[config.mk]
export PLATFORM = sky130hd
export DESIGN_NAME = tetris_player
export DESIGN_NICKNAME = d
export VERILOG_FILES = /design/src/rtl/tetris_player.sv
export SDC_FILE = /design/constraint.sdc
export NUM_CORES = 1
export LEC_CHECK = 0
export CAP_MARGIN = 15
export CORE_MARGIN = 8
export CORE_UTILIZATION = 42
export CTS_CLUSTER_SIZE = 30
export DETAILED_ROUTE_END_ITERATION = 8
export PLACE_DENSITY = 0.7
export SETUP_SLACK_MARGIN = 0.05
export SYNTH_ARGS = -nofsm -noshare
export SYNTH_HDL_FRONTEND = slang
export SYNTH_SLANG_ARGS = --single-unit
[constraint.sdc]
create_clock -name clk -period 6.75 [get_ports clk]
set_input_delay 1.35 -clock clk [delete_from_list [all_inputs] [get_ports clk]]
set_output_delay 1.35 -clock clk [all_outputs]
set_load 0.05 [all_outputs]
[src/rtl/tetris_player.sv]
// Tetris placement player: scans the host board row by row, asks an evaluator for a placement, commits it.
// Latency: 2 cycles per row (ROWS+1 per scan with PIPE_FETCH_EN), then evaluator wait, then one commit cycle.
// Backpressure: host_ready low stalls tile accept, row issue and commit; eval_req holds until eval_ack.
//
// Optional build macro: PIPE_FETCH_EN overlaps row issue with row capture.
//
// Ports:
//   clk, reset_n               clock, asynchronous active-low reset
//   host_ready                 host can accept a tile / serve a row / take a commit
//   player_ready               high from the first clock edge after reset release
//   tile_type                  incoming tile code, 1..7 legal (1 = O, 7 = I)
//   row_req, row               row read strobe and row index (0 = top)
//   row_info                   row contents, valid the cycle after row_req
//   board                      captured snapshot, bit r*COLS+c = row_info[c] of row r
//   eval_req, eval_ack         evaluator handshake
//   eval_col, eval_rot         evaluator choice, column counted from the right edge
//   col, rotation              left anchor column and rotation of the placed tile
//   set_tile                   one-cycle commit strobe
module tetris_player #(
    parameter int ROWS  = 20,
    parameter int COLS  = 10,
    parameter int ROW_W = 6,
    parameter int COL_W = 4
) (
    input  logic                   clk,
    input  logic                   reset_n,
    input  logic                   host_ready,
    output logic                   player_ready,
    input  logic [3:0]             tile_type,
    output logic                   row_req,
    output logic [ROW_W-1:0]       row,
    input  logic [COLS-1:0]        row_info,
    output logic [ROWS*COLS-1:0]   board,
    output logic                   eval_req,
    input  logic                   eval_ack,
    input  logic [COL_W-1:0]       eval_col,
    input  logic [1:0]             eval_rot,
    output logic [COL_W-1:0]       col,
    output logic [1:0]             rotation,
    output logic                   set_tile
);

    typedef enum logic [2:0] {
        IDLE,
        FETCH,
        CAPTURE,
        EVAL,
        SET
    } state_t;

    // Column arithmetic is done three bits wider than COL_W so that
    // COLS-1-eval_col-off can go negative without wrapping.
    localparam int CW   = COL_W + 3;
    localparam int CMAX = COLS - 1;

    state_t                 r_state;
    logic [2:0]             r_tile;
    logic [ROW_W-1:0]       r_index;
    logic [ROWS*COLS-1:0]   r_board;
    logic                   r_eval_req;
    logic                   r_set_tile;
    logic [COL_W-1:0]       r_col;
    logic [1:0]             r_rot;
    logic                   r_player_ready;

`ifdef PIPE_FETCH_EN
    // Row issued last cycle; its data arrives on row_info this cycle.
    logic                   r_cap_vld;
    logic [ROW_W-1:0]       r_cap_row;
`endif

    logic                   w_tile_ok;
    logic                   w_issue;
    logic                   w_last_row;
    logic [1:0]             w_off;
    logic signed [CW-1:0]   w_col_s;
    logic [COL_W-1:0]       w_col;

    // Codes 1..7 only: nonzero and bit 3 clear.
    assign w_tile_ok  = (tile_type != 4'd0) && !tile_type[3];

    // The request is a decode of state and host_ready so that a busy host
    // sees no strobe at all in the cycle it is busy.
    assign w_issue    = (r_state == FETCH) && host_ready;
    assign w_last_row = (r_index == ROW_W'(ROWS - 1));

    // Distance from the tile's bounding-box left edge to the column the
    // evaluator reports, for the rotations where they differ.
    always_comb begin
        w_off = 2'd0;
        case (r_tile)
            3'd1: w_off = 2'd0;
            3'd7: begin
                if (eval_rot == 2'd1)      w_off = 2'd2;
                else if (eval_rot == 2'd3) w_off = 2'd1;
                else                       w_off = 2'd0;
            end
            default: w_off = (eval_rot == 2'd1) ? 2'd1 : 2'd0;
        endcase
    end

    // Convert right-referenced column to a left anchor, clamped to the board.
    always_comb begin
        w_col_s = CW'(CMAX) - CW'(eval_col) - CW'(w_off);
        w_col   = '0;
        if (w_col_s < 0)
            w_col = '0;
        else if (w_col_s > CW'(CMAX))
            w_col = COL_W'(CMAX);
        else
            w_col = w_col_s[COL_W-1:0];
    end

    always_ff @(posedge clk or negedge reset_n) begin
        if (!reset_n) begin
            r_state        <= IDLE;
            r_tile         <= '0;
            r_index        <= '0;
            r_board        <= '0;
            r_eval_req     <= 1'b0;
            r_set_tile     <= 1'b0;
            r_col          <= '0;
            r_rot          <= '0;
            r_player_ready <= 1'b0;
`ifdef PIPE_FETCH_EN
            r_cap_vld      <= 1'b0;
            r_cap_row      <= '0;
`endif
        end else begin
            r_player_ready <= 1'b1;
            r_set_tile     <= 1'b0;

`ifdef PIPE_FETCH_EN
            // Capture runs one cycle behind issue, independent of
            // host_ready, so a row in flight when the host stalls still lands.
            r_cap_vld <= w_issue;
            if (w_issue)
                r_cap_row <= r_index;
            if (r_cap_vld)
                r_board[int'(r_cap_row)*COLS +: COLS] <= row_info;
`endif

            case (r_state)
                IDLE: begin
                    if (host_ready && w_tile_ok) begin
                        r_tile  <= tile_type[2:0];
                        r_index <= '0;
                        r_state <= FETCH;
                    end
                end

                FETCH: begin
`ifdef PIPE_FETCH_EN
                    // Issue back to back; index stays on the last row once
                    // it has been issued.
                    if (host_ready) begin
                        if (w_last_row)
                            r_state <= CAPTURE;
                        else
                            r_index <= r_index + ROW_W'(1);
                    end
`else
                    if (host_ready)
                        r_state <= CAPTURE;
`endif
                end

                CAPTURE: begin
`ifdef PIPE_FETCH_EN
                    // The final row is in flight and is written by the
                    // capture stage above during this cycle.
                    r_state    <= EVAL;
                    r_eval_req <= 1'b1;
`else
                    r_board[int'(r_index)*COLS +: COLS] <= row_info;
                    r_index <= r_index + ROW_W'(1);
                    if (w_last_row) begin
                        r_state    <= EVAL;
                        r_eval_req <= 1'b1;
                    end else begin
                        r_state    <= FETCH;
                    end
`endif
                end

                EVAL: begin
                    if (eval_ack && r_eval_req) begin
                        r_eval_req <= 1'b0;
                        r_col      <= w_col;
                        r_rot      <= eval_rot;
                        r_state    <= SET;
                    end
                end

                SET: begin
                    if (host_ready) begin
                        r_set_tile <= 1'b1;
                        r_state    <= IDLE;
                    end
                end

                default: r_state <= IDLE;
            endcase
        end
    end

    assign player_ready = r_player_ready;
    assign row_req      = w_issue;
    assign row          = r_index;
    assign board        = r_board;
    assign eval_req     = r_eval_req;
    assign col          = r_col;
    assign rotation     = r_rot;
    assign set_tile     = r_set_tile;

endmodule
==> flow_metrics.py <==
metrics = {
    "global_route": {
        "grt.total_usage_pct": 23.8,
        "grt-ovfl-total": 0,
        "grt_pass1_wl_um": 62100,
        "antenna_found_initial": 0,
        "grt_pass1_vias": 10267,
        "grt_max_degree": 113,
    },
    "logic_synthesis": {
        "synth_nets": 1169,
        "async_flop_share_pct": 100,
        "synth_area_leaders": "dfrtp_1 48%, mux2_2 12%, nor2_1 4.6%",
        "synth_area_per_cell_sq_um": 10.2,
        "yosysSeqAreaShare_pct": 48.1,
        "yosysUniqueCellTypes": 71,
        "synth_top_area_share_pct": 48.1,
        "synthMostInstantiatedCell": "dfrtp_1",
        "synth_top_area_cell": "dfrtp_1",
        "synth_ff_type": "dfrtp_1",
        "synth_edf_count": 0,
        "syn_area_sq_um": 11500,
        "ys_seq_elements": 221,
        "postSynthCellCount": 1129,
        "synth_common_cells": "221 x dfrtp_1, 141 x nor2_1, 120 x mux2_2, 92 x o21ai_0, 90 x nand2_1",
        "yosys_warnings": 0,
    },
    "timing": {
        "worst_clock_skew_ns": 0.0125,
        "setup_viol": 0,
        "slew_violations": 0,
        "fin_crit_sh_pct": 85.8,
        "fmax_mhz": 173,
        "max_slew.worst_pin.slew_ns": 1.10,
        "timing.slew.headroom_pct": 26.3,
        "min_period_ns": 5.79,
        "hold_violations": 0,
        "rsz0062_at_grt": "no",
        "fin_ws_ns": 0.956,
        "setup_tns_ns": 0,
    },
    "cells_and_area": {
        "seq_area_sq_um": 5530,
        "n_fill_cell": 2283,
        "syn2layout_area_growth_pct": 31.8,
        "multi_input_area_sq_um": 5650,
        "final_cell_count_no_fill": 1714,
        "drive_gt1_share_pct": 14.8,
        "diodes": 0,
        "fin_nets": 1395,
    },
    "worst_hold_path": {
        "hold_depth": 2,
        "hold_end": "col[2]",
        "hold_path.class": "flop to flop",
        "min_from": "col[2]",
    },
    "setup_path": {
        "r2r_setup_slack_ns": 0.96,
        "cp-start-kind": "flop",
        "r2r-end": "board[124]",
        "end_kind": "flop",
        "reg2reg_from": "row[1]",
        "path_class": "flop to flop",
        "crit_required_ns": 7.18,
        "crit_arrival_ns": 6.22,
        "reg2reg_depth": 12,
        "crit_path_max_fanout": 23,
    },
    "route": {
        "drtPass1Iterations": 6,
        "drc": 0,
        "vias": 10254,
        "wl_um": 40500,
        "drt_iter0_drc": 1033,
        "vias_per_cell": 5.98,
        "wl_per_cell_um": 23.6,
        "ant_nets": 0,
    },
    "die": {
        "die_h_um": 181,
        "row_count": 60,
        "core_area_sq_um": 27000,
        "start_util_pct": 42.7,
        "die-area_sq_um": 32900,
        "die_x_um": 181,
        "ios": 240,
    },
    "clock_network": {
        "holdBufCountCts": 0,
        "cts_resized": 0,
        "cts_root_buf": "clkbuf_16",
        "htreeDepth": 1,
        "cts_num_sinks": 221,
        "cts_setup_buffers": 0,
        "tritoncts.num_buffers": 25,
        "cts_tree": "built",
        "cts_buffer_depth": 3,
        "clkTransAtPathRegs_ns": 0.06,
        "clk-insertion-delay-late_ns": 0.54,
    },
    "run": {
        "drv_cap": 0,
    },
    "place": {
        "dp.cells": 1669,
        "place_ws_ns": 1.09,
        "dp_hpwl_um": 29900,
        "gp_congestion": 0.975,
        "io_buffers": 239,
    },
    "run_status": {
        "outcome": "finished, final reports clean",
    },
}
-- stage by stage --
step | cell area, sq um | hold slack (ns) | utilization, %
detailed placement | 14200 | 0.470 | 52.8
global route | 15200 | 0.518 | 56.2
CTS | 15200 | 0.483 | 56.2
global placement | 14200 | 0.470 | 52.8
finish | 15200 | 0.479 | 56.2
floorplan | 11500 | 0.482 | -
-- state kept, by name (all words and copies together) (netlist names) --
signal        cells
r_state           3
board           200
set_tile          1
col               4
eval_req          1
r_tile            3
row               6
player_ready      1
rotation          2
-- metal layers --
layer / GRT usage (%) / vias to the layer above / share of wire (%) / routed length [um]
met3: 6.13 / 94 / 8.5 / 3460
li1: - / 4605 / - / -
met5: 0 / - / 0 / 0
met1: 30.3 / 5075 / 41 / 16500
met4: 8.04 / 0 / 3.7 / 1500
met2: 38.8 / 480 / 47 / 19000
-- cell families after synthesis --
family | after synthesis | synth area share (%)
DFF | 221 | 48.1
AOI/OAI and AO/OA | 258 | 15.2
muxes | 150 | 14.4
xor gates and xnor gates | 13 | 1.58
and+or+nand+nor | 384 | 15.9
other | 1 | 0.0326
buffers and inverters | 86 | 2.92
adders and majority gates | 16 | 1.87
-- critical path, stage by stage (launching register included) --
cell and delay, ns:
dfrtp_1 0.49, ha_1 0.34, ha_1 0.23, fa_1 0.66
or2_2 0.47, nor3_4 0.25, o221ai_1 0.23, ha_1 0.81
nor2b_1 0.33, o21ai_1 0.23, or4_1 0.91, nor3_1 0.36
mux2_2 0.37
-- worst max-delay path by stage --
stage | from | endpoint | slack (ns) | depth (start not counted)
6_report | row[1] | board[124] | 0.96 | 12
5_1_grt | row[1] | board[124] | 0.70 | 12
4_1_cts | row[1] | board[124] | 1.07 | 12
3_5_place_dp | row[1] | board[124] | 1.09 | 12
3_3_place_gp | row[1] | board[124] | 1.24 | 12
2_1_floorplan | row[1] | board[60] | 2.03 | 14
-- placed cells by master (no fill, tap or decap), types with 8 or more instances in the layout --
cell and instances:
or3_1 11, o21ai_0 92, mux2_2 120, nor2_1 141, and3_1 10, o32ai_1 8
dfrtp_1 221, clkdlybuf4s50_1 238, o22ai_1 15, ha_1 14, a21oi_1 28, nor3_1 21
inv_1 31, mux2i_1 28, a31oi_1 8, buf_4 15, nand2b_1 9, nand4_1 9
nand3_1 41, o41ai_1 56, clkbuf_16 25, nand2_1 90
-- area by class of cell --
type,instances,share of cell area (%)
clock buffer,36,4.86
inverter,31,0.768
sequential,221,36.5
clock inverter,9,1.22
timing repair buffer,254,16.6
tap,341,2.82
multi-input combinational,822,37.3
Power is not shown: default switching activity piles up to over one toggle a cycle in this logic, so the estimate is an artifact.
